### src/rtl/aes_io_pkg.sv
// Shared types and constants for the AES host-side UART block receiver.
// UART_RX_PARITY_EN adds an even-parity bit to each frame.
package aes_io_pkg;

  localparam logic [7:0] CMD_KEY = 8'h4B;
  localparam logic [7:0] CMD_PT  = 8'h50;
  localparam int BLOCK_BYTES = 16;
  localparam int BLOCK_W = BLOCK_BYTES * 8;

`ifdef UART_RX_PARITY_EN
  localparam int FRAME_BITS = 11;
`else
  localparam int FRAME_BITS = 10;
`endif

  typedef enum logic [2:0] {
    B_IDLE,
    B_START,
    B_DATA,
`ifdef UART_RX_PARITY_EN
    B_PARITY,
`endif
    B_STOP
  } bit_state_t;

  typedef enum logic [1:0] {
    F_WAIT_CMD,
    F_LOAD,
    F_HOLD
  } frame_state_t;

endpackage

### src/rtl/uart_block_rx_if.sv
// Block handshake between the UART receiver and the AES core.
// Master presents the block, slave returns ready.
interface uart_block_rx_if;
  import aes_io_pkg::*;

  logic               blk_valid;
  logic               blk_ready;
  logic [BLOCK_W-1:0] blk_data;
  logic               blk_is_key;

  modport master (
    output blk_valid,
    output blk_data,
    output blk_is_key,
    input  blk_ready
  );

  modport slave (
    input  blk_valid,
    input  blk_data,
    input  blk_is_key,
    output blk_ready
  );

endinterface

### src/rtl/uart_rx_byte.sv
// Pad synchroniser and UART bit FSM; emits one byte per good frame.
// UART_RX_PARITY_EN enables the even-parity check before the stop bit.
module uart_rx_byte
  import aes_io_pkg::*;
#(
  parameter int CLKS_PER_BIT = 16
) (
  input  logic       io_clk,
  input  logic       io_reset,
  input  logic       io_rx,
  output logic [7:0] o_byte,
  output logic       o_byte_valid,
  output logic       o_byte_err
);

  localparam int CW = $clog2(CLKS_PER_BIT);
  localparam logic [CW-1:0] HALF_M1 = CW'(CLKS_PER_BIT/2 - 1);
  localparam logic [CW-1:0] FULL_M1 = CW'(CLKS_PER_BIT - 1);

  logic [1:0]    r_sync;
  logic          r_prev;
  bit_state_t    r_state;
  logic [CW-1:0] r_cnt;
  logic [2:0]    r_bit;
  logic [7:0]    r_shift;

  logic w_rx;
  logic w_fall;
  logic w_wrap;
  logic w_par_ok;

  assign w_rx   = r_sync[1];
  assign w_fall = r_prev & ~w_rx;
  assign w_wrap = (r_cnt == FULL_M1);

`ifdef UART_RX_PARITY_EN
  logic r_par_ok;
  assign w_par_ok = r_par_ok;
`else
  assign w_par_ok = 1'b1;
`endif

  always_ff @(posedge io_clk or negedge io_reset) begin
    if (!io_reset) begin
      r_sync       <= 2'b11;
      r_prev       <= 1'b1;
      r_state      <= B_IDLE;
      r_cnt        <= '0;
      r_bit        <= '0;
      r_shift      <= '0;
      o_byte       <= '0;
      o_byte_valid <= 1'b0;
      o_byte_err   <= 1'b0;
`ifdef UART_RX_PARITY_EN
      r_par_ok     <= 1'b1;
`endif
    end else begin
      r_sync       <= {r_sync[0], io_rx};
      r_prev       <= w_rx;
      o_byte_valid <= 1'b0;
      o_byte_err   <= 1'b0;
      r_cnt        <= w_wrap ? '0 : r_cnt + 1'b1;
      unique case (r_state)
        B_IDLE: begin
          r_cnt <= '0;
          if (w_fall) r_state <= B_START;
        end
        B_START: begin
          // a start bit that is high again at mid-bit was a glitch
          if (r_cnt == HALF_M1) begin
            r_cnt   <= '0;
            r_bit   <= '0;
            r_state <= w_rx ? B_IDLE : B_DATA;
          end
        end
        B_DATA: begin
          if (w_wrap) begin
            r_shift <= {w_rx, r_shift[7:1]};
            r_bit   <= r_bit + 1'b1;
            if (r_bit == 3'd7) begin
`ifdef UART_RX_PARITY_EN
              r_state <= B_PARITY;
`else
              r_state <= B_STOP;
`endif
            end
          end
        end
`ifdef UART_RX_PARITY_EN
        B_PARITY: begin
          if (w_wrap) begin
            r_par_ok <= (w_rx == ^r_shift);
            r_state  <= B_STOP;
          end
        end
`endif
        B_STOP: begin
          // leave at mid-stop so the next start edge is caught
          if (w_wrap) begin
            r_state <= B_IDLE;
            if (w_rx && w_par_ok) begin
              o_byte       <= r_shift;
              o_byte_valid <= 1'b1;
            end else begin
              o_byte_err   <= 1'b1;
            end
          end
        end
        default: r_state <= B_IDLE;
      endcase
    end
  end

endmodule

### src/rtl/uart_block_rx.sv
// Assembles 'K'/'P' framed UART commands into 128-bit AES blocks.
// UART_RX_PARITY_EN selects 8E1 framing and an 11-bit timeout unit.
module uart_block_rx
  import aes_io_pkg::*;
#(
  parameter int CLKS_PER_BIT  = 16,
  parameter int TIMEOUT_BYTES = 4
) (
  input  logic            io_clk,
  input  logic            io_reset,
  input  logic            io_rx,
  uart_block_rx_if.master blk,
  output logic            frame_err,
  output logic            cmd_err,
  output logic            overrun
);

  localparam int TO_LIMIT = TIMEOUT_BYTES * FRAME_BITS * CLKS_PER_BIT;
  localparam int TW = $clog2(TO_LIMIT + 1);
  localparam logic [TW-1:0] TO_MAX = TW'(TO_LIMIT);
  localparam logic [3:0] LAST = 4'(BLOCK_BYTES - 1);

  logic [7:0] w_byte;
  logic       w_byte_valid;
  logic       w_byte_err;

  frame_state_t       r_state;
  logic [3:0]         r_cnt;
  logic [TW-1:0]      r_to;
  logic [BLOCK_W-1:0] r_data;
  logic               r_key;
  logic               r_valid;

  uart_rx_byte #(
    .CLKS_PER_BIT(CLKS_PER_BIT)
  ) u_rx (
    .io_clk      (io_clk),
    .io_reset    (io_reset),
    .io_rx       (io_rx),
    .o_byte      (w_byte),
    .o_byte_valid(w_byte_valid),
    .o_byte_err  (w_byte_err)
  );

  assign blk.blk_valid  = r_valid;
  assign blk.blk_data   = r_data;
  assign blk.blk_is_key = r_key;

  always_ff @(posedge io_clk or negedge io_reset) begin
    if (!io_reset) begin
      r_state   <= F_WAIT_CMD;
      r_cnt     <= '0;
      r_to      <= '0;
      r_data    <= '0;
      r_key     <= 1'b0;
      r_valid   <= 1'b0;
      frame_err <= 1'b0;
      cmd_err   <= 1'b0;
      overrun   <= 1'b0;
    end else begin
      frame_err <= w_byte_err;
      cmd_err   <= 1'b0;
      overrun   <= 1'b0;
      unique case (r_state)
        F_WAIT_CMD: begin
          r_cnt <= '0;
          r_to  <= '0;
          if (w_byte_valid) begin
            unique case (1'b1)
              (w_byte == CMD_KEY): begin
                r_key   <= 1'b1;
                r_state <= F_LOAD;
              end
              (w_byte == CMD_PT): begin
                r_key   <= 1'b0;
                r_state <= F_LOAD;
              end
              default: cmd_err <= 1'b1;
            endcase
          end
        end
        F_LOAD: begin
          // a delivered byte beats a simultaneous timeout
          if (w_byte_valid) begin
            r_data <= {r_data[BLOCK_W-9:0], w_byte};
            r_cnt  <= r_cnt + 1'b1;
            r_to   <= '0;
            if (r_cnt == LAST) begin
              r_state <= F_HOLD;
              r_valid <= 1'b1;
            end
          end else if (w_byte_err) begin
            r_state <= F_WAIT_CMD;
            r_cnt   <= '0;
            r_to    <= '0;
          end else if (r_to == TO_MAX) begin
            cmd_err <= 1'b1;
            r_state <= F_WAIT_CMD;
            r_cnt   <= '0;
            r_to    <= '0;
          end else begin
            r_to <= r_to + 1'b1;
          end
        end
        F_HOLD: begin
          if (w_byte_valid) overrun <= 1'b1;
          if (r_valid && blk.blk_ready) begin
            r_valid <= 1'b0;
            r_state <= F_WAIT_CMD;
          end
        end
        default: r_state <= F_WAIT_CMD;
      endcase
    end
  end

endmodule

### src/flat_wrapper.sv
// flat-port wrapper written by rule: the top's interface ports become plain ports
module uart_block_rx_flat import aes_io_pkg::*;
#(
  parameter int CLKS_PER_BIT  = 16,
  parameter int TIMEOUT_BYTES = 4
)
  (io_clk, io_reset, io_rx, frame_err, cmd_err, overrun, blk_blk_valid, blk_blk_data, blk_blk_is_key, blk_blk_ready);
  uart_block_rx_if blk_i ();
  input  logic io_clk;
  input  logic io_reset;
  input  logic io_rx;
  output logic frame_err;
  output logic cmd_err;
  output logic overrun;
  output wire logic [$bits(blk_i.blk_valid)-1:0] blk_blk_valid;
  output wire logic [$bits(blk_i.blk_data)-1:0] blk_blk_data;
  output wire logic [$bits(blk_i.blk_is_key)-1:0] blk_blk_is_key;
  input wire logic [$bits(blk_i.blk_ready)-1:0] blk_blk_ready;
  assign blk_blk_valid = blk_i.blk_valid;
  assign blk_blk_data = blk_i.blk_data;
  assign blk_blk_is_key = blk_i.blk_is_key;
  assign blk_i.blk_ready = blk_blk_ready;
  uart_block_rx #(.CLKS_PER_BIT(CLKS_PER_BIT), .TIMEOUT_BYTES(TIMEOUT_BYTES)) u_core (.io_clk(io_clk), .io_reset(io_reset), .io_rx(io_rx), .blk(blk_i), .frame_err(frame_err), .cmd_err(cmd_err), .overrun(overrun));
endmodule
### config.mk
export PLATFORM = sky130hd
export DESIGN_NAME = uart_block_rx_flat
export DESIGN_NICKNAME = d
export VERILOG_FILES = /design/src/rtl/aes_io_pkg.sv /design/src/rtl/uart_block_rx_if.sv /design/src/rtl/uart_rx_byte.sv /design/src/rtl/uart_block_rx.sv /design/src/flat_wrapper.sv
export SDC_FILE = /design/constraint.sdc
export NUM_CORES = 1
export LEC_CHECK = 0
export ABC_CLOCK_PERIOD_IN_PS = 4400
export BUFFER_PORTS_ARGS = -buffer_cell sky130_fd_sc_hd__buf_2
export CAP_MARGIN = 40
export CORE_ASPECT_RATIO = 0.6
export CORE_UTILIZATION = 30
export CTS_CLUSTER_DIAMETER = 100
export DETAILED_ROUTE_END_ITERATION = 16
export SLEW_MARGIN = 10
export SYNTH_ARGS = -nofsm -noshare
export SYNTH_HDL_FRONTEND = slang
export SYNTH_HIERARCHICAL = 1
export SYNTH_SLANG_ARGS = --single-unit
### constraint.sdc
create_clock -name io_clk -period 4.4 [get_ports io_clk]
set_input_delay 0.44 -clock io_clk [delete_from_list [all_inputs] [get_ports io_clk]]
set_output_delay 0.44 -clock io_clk [all_outputs]
set_load 0.02 [all_outputs]
Word-level counts from Yosys, hierarchy flattened
Cells that the tools add are included.
- bits in registers: 180
- output and inout bits: 133
- word-level logic and storage cells: 113
- $add $sub $neg: 4
- equal/unequal tests: 24
- muxes and demuxes: 48
- bitwise gates (word level): 2
- reduce and logical (&&, ||, !) cells: 17
- operators with widths (kind ; count):
    10-bit 2-to-1 mux ; 3
    3-bit 2-to-1 mux ; 7
    4-bit 2-to-1 mux ; 5
    10-bit case mux with 2 select lines ; 1
    8-bit by 7-bit equality test with 1-bit output, second input constant ; 2
    1-bit 2-to-1 mux ; 16
    2-bit 2-to-1 mux ; 8
    2-bit inequality test, second input constant ; 8
    4-bit case mux with 2 select lines ; 2
    3-bit case mux with 4 select lines ; 1
    10-bit by 1-bit adder with 10-bit output, second input constant ; 1
    10-bit equality test, second input constant ; 1
    5-bit AND reduction ; 2
    3-bit AND reduction ; 3
    4-bit by 1-bit adder with 4-bit output, second input constant ; 2
    4-bit equality test, second input constant ; 2
    2-bit nonzero test ; 4
    3-bit by 2-bit equality test with 1-bit output, second input constant ; 2
    1-bit case mux with 2 select lines ; 3
    2-bit case mux with 3 select lines ; 1
    3-bit case mux with 2 select lines ; 1
    2-bit AND reduction ; 3
    4-bit by 3-bit equality test with 1-bit output, second input constant ; 1
    2-bit by 1-bit inequality test with 1-bit output, second input constant ; 2
    other kinds (14) ; 14

Depth between registers and ports, before layout
- word-level depth: 5
- mapped depth: 8
- gate-level depth less buffers: 6

Modules after synthesis
The synthesis kept the hierarchy.
- modules (own cells, without submodules) (module ; instances ; cells an instance ; area each (sq um) ; seq. area each (sq um)):
    uart_block_rx ; 1 ; 379 ; 5796.8 ; 3728.6
    uart_rx_byte ; 1 ; 94 ; 1291.2 ; 754.5

Worst setup path before layout
No wires, ideal clock.
- path type: reg2reg
- start: register u_core.r_state[1]
- end: register u_core.r_to[2]
- arrival: 1.476 ns
- data required time: 4.321 ns
- slack: 2.844 ns
- stages on the path, launching flop included: 6
- period minus slack after synthesis: 1.556 ns
- cell sequence: dfrtp_1 > clkbuf_2 > or4b_4 > a31oi_4 > a21oi_1 > mux2i_1
- word-level cells in the longest chain between the ends: 2
- ends and longest elaborated chain (element ; RTL line ; source):
    from (decl) ; uart_block_rx.sv:27 ; frame_state_t r_state;
    from (signal assigned) ; uart_block_rx.sv:51 ; r_state <= F_WAIT_CMD;
    from (signal assigned) ; uart_block_rx.sv:72 ; r_state <= F_LOAD;
    from (signal assigned) ; uart_block_rx.sv:76 ; r_state <= F_LOAD;
    2-bit by 1-bit equality test with 1-bit output / 2-bit zero test (equally long branches) ; uart_block_rx.sv:64 ; unique case (r_state)
    10-bit case mux with 2 select lines / 2-bit nonzero test (equally long branches) ; n/a ;
    to (signal assigned) ; uart_block_rx.sv:102 ; r_to <= r_to + 1'b1;
    to (decl) ; uart_block_rx.sv:29 ; logic [TW-1:0] r_to;
Parallel ways exist; a longest one is shown, timed or not.
A chain may end at the register's enable or synchronous reset.

Worst setup path in the final report
- start: register u_core.r_state[1]
- end: register u_core.r_data[120] (netlist: u_core/blk.blk_data[120])
- word-level cells in the longest chain between the ends: 2
- ends and longest elaborated chain (element ; RTL line ; source):
    2-bit by 1-bit equality test with 1-bit output ; uart_block_rx.sv:64 ;
    2-bit AND reduction (no source line) ; n/a ;
    to (signal assigned) ; uart_block_rx.sv:85 ; r_data <= {r_data[BLOCK_W-9:0], w_byte};
    to (decl) ; uart_block_rx.sv:30 ; logic [BLOCK_W-1:0] r_data;
Every way passes these cells.

==> flow_summary.toml <==
[outcome]
status = "complete, no violations"

[worst_setup_path]
crit_type = "reg2reg"
end_kind = "flip-flop"
cp.required_ns = 4.70
r2r-end = "u_core/blk.blk_data[120]"
arrival_ns = 2.52
crit_path_start_kind = "flip-flop"
rr_worst_depth = 4
worstPathMaxFanout = 72
setup.worst_path.start = "u_core/r_state[1]"
r2r_start = "u_core/r_state[1]"
reg2reg_setup_slack_ns = 2.18

[global_route]
grt-ovfl-total = 0
grt_max_degree = 94
grt_pass1_wl_um = 24500
grt.total_usage = 0.129
antenna_found_initial = 0
grt_pass1_vias = 4514

[sta]
max_slew_margin = 0.664
tightest_slew_ns = 0.502
maxSlewViolCount = 0
fmax_mhz = 451
fin_ws_ns = 2.18
finalSetupViolations = 0
finalHoldViolCount = 0
fin_tns_setup_ns = 0
timing.final.crit_period_ns = 2.22
grt_setup_unrepaired = "false"
skew_ns = 0.0110
period_share = 0.504

[floorplan]
dieArea_um2 = 24300
row_count = 43
die_h_um = 121
initial_utilization = 0.306
pin_count = 137
coreArea_um2 = 23100
die_w_um = 200

[finish]
stdcell_area_um2 = 8770
area_growth_pct = 23.7
layout_common_cells = "dfrtp_1 (176), mux2_2 (144), buf_2 (135)"
nets = 622
n_antenna_cell = 0
stdcell_count = 940
drive_gt1_frac = 0.525
layout_commonest_cell = "dfrtp_1"

[clocking]
clk_pin_slew_ns = 0.07
postCtsSetupRepairBufs = 0
cts-buffers-inserted = 17
cts_tree = "yes"
insertion_delay_ns = 0.43
cts_resized = 0
root_buffer = "clkbuf_16"
clock_path_buffers = 2
clock_sinks = 179
htree_levels = 4

[logic_synthesis]
synth.area.top_cells = "dfrtp_1 (62%), mux2_2 (23%), buf_2 (1.2%)"
syn_avg_cell_area_um2 = 15.0
synth_top_cell_by_area = "dfrtp_1"
syn_area_um2 = 7090
seq_area_frac_synth = 0.632
synth-edff-count = 0
synth-seq-cells = 179
synth_compound_area_frac = 0.0358
synth_top_family_by_area = "multiplexers"
async_reset_ff_frac = 1.00
ys_types = 45
syn_inst = 473
yosys.area_share.simple = 0.0597
synthMuxAreaShare = 0.232
synth_fa_ha_area_frac = 0.0106
ys.flop_type = "dfrtp_1"
yosysWarnings = 6
synth_xor_area_frac = 0.00865
synth_top_area_share = 0.621
syn_nets = 483

[routing]
first_pass_iters = 4
ant_nets = 0
vias = 4351
drcViolationCount = 0
wirelength_um = 15100
drt_iter0_markers = 367
vias_per_cell = 4.63
wire_per_inst_um = 16.1

[placed_design]
place_area_um2 = 8150
preCtsSetupSlack_ns = 2.20
dp_hpwl_um = 10500
io_buffer_count = 136
dpl.cell_count = 907
place_congestion = 0.770

[hold_path]
holdPathStages = 1
hold-path-endpoint = "u_core/u_rx/r_sync[0]"
hold_path.class = "in2reg"
min_from = "io_rx"

[run]
maxCapViolCount = 0

[pwr]
total_power_mw = 3.47
power_per_cell_area_nw_per_um2 = 396
irDropWorstVdd_uv = 248
total_leakage_power_nw = 4.73
worst max-delay path, cell delays in order (launching register included):
cell      delay, ns
dfrtp_1        0.63
nand3b_1       0.47
buf_8          0.23
buf_12         0.32
mux2_2         0.40
state kept, by name, summed over array words and instances, names as in the netlist, 3 cells and up:
register             count
u_core/u_rx/r_cnt        4
u_core/u_rx/r_bit        3
u_core/r_to             10
u_core/u_rx/o_byte       8
u_core/u_rx/r_shift      8
u_core/blk.blk_data    128
u_core/r_cnt             4
final cells by class:
type | count | area [um2]
Fill cell | 2202 | 14400
Sequential cell | 179 | 4480
Multi-Input combinational cell | 265 | 2450
Timing Repair Buffer | 142 | 800
Clock buffer | 18 | 429
Tap cell | 315 | 394
Clock inverter | 14 | 180
Inverter | 7 | 26.3
stage by stage:
step                       util  hold slack [ns]
after floorplan               -            0.144
after detailed placement  0.352            0.301
after global placement    0.350            0.347
after global routing      0.379           0.0821
after CTS                 0.379           0.0821
final                     0.379            0.106
what timing repair did:
item | in CTS | in global routing
setup endpoints to repair | 0 | 0
hold endpoints to repair | 15 | 0
hold buffers | 1 | 0
cell usage after synthesis (3+ instances only):
master    number
mux2_2       144
nand2_1        9
ha_1           6
o21ai_0       11
nor3_1         4
a21oi_1       10
dfrtp_1      176
dfstp_2        3
buf_4          3
nor2_1        18
inv_1          7
nand3_1       10
nor2b_1        5
xnor2_1        5
buf_2         17
nand4b_1       3
nand2b_1       4
how the worst max path moves through the flow:
stage / to / slack, ns
final: u_core/blk.blk_data[120] / 2.18
after global routing: u_core/blk.blk_data[47] / 2.05
after CTS: u_core/blk.blk_data[120] / 2.18
after detailed placement: u_core/blk.blk_data[120] / 2.20
after global placement: u_core/blk.blk_data[79] / 2.02
after floorplan: u_core/r_to[2] / 2.84
metal layers:
layer  wire length, um  GRT usage  vias up
met5                 0          0        -
li1                  -          -     1972
met3               633     0.0368       20
met4               310     0.0558        0
met2              7370      0.206       97
met1              6810      0.166     2262
cells by family (layout without fill, tap and decap cells):
group / Yosys count / after routing
flops: 179 / 179
mux: 146 / 146
simple gates: 68 / 68
compound gates: 38 / 38
buf+inv: 29 / 181
xor+xnor: 7 / 7
fa+ha+maj: 6 / 6
power breakdown:
part           leakage, nW  switching (mW)  internal [mW]  total (mW)
clock network        0.297           0.665          0.904        1.57
registers             2.48          0.0678           1.68        1.74
logic                 1.95          0.0927         0.0649       0.158
total                 4.73           0.825           2.65        3.47
(Power assumes the default switching activity.)
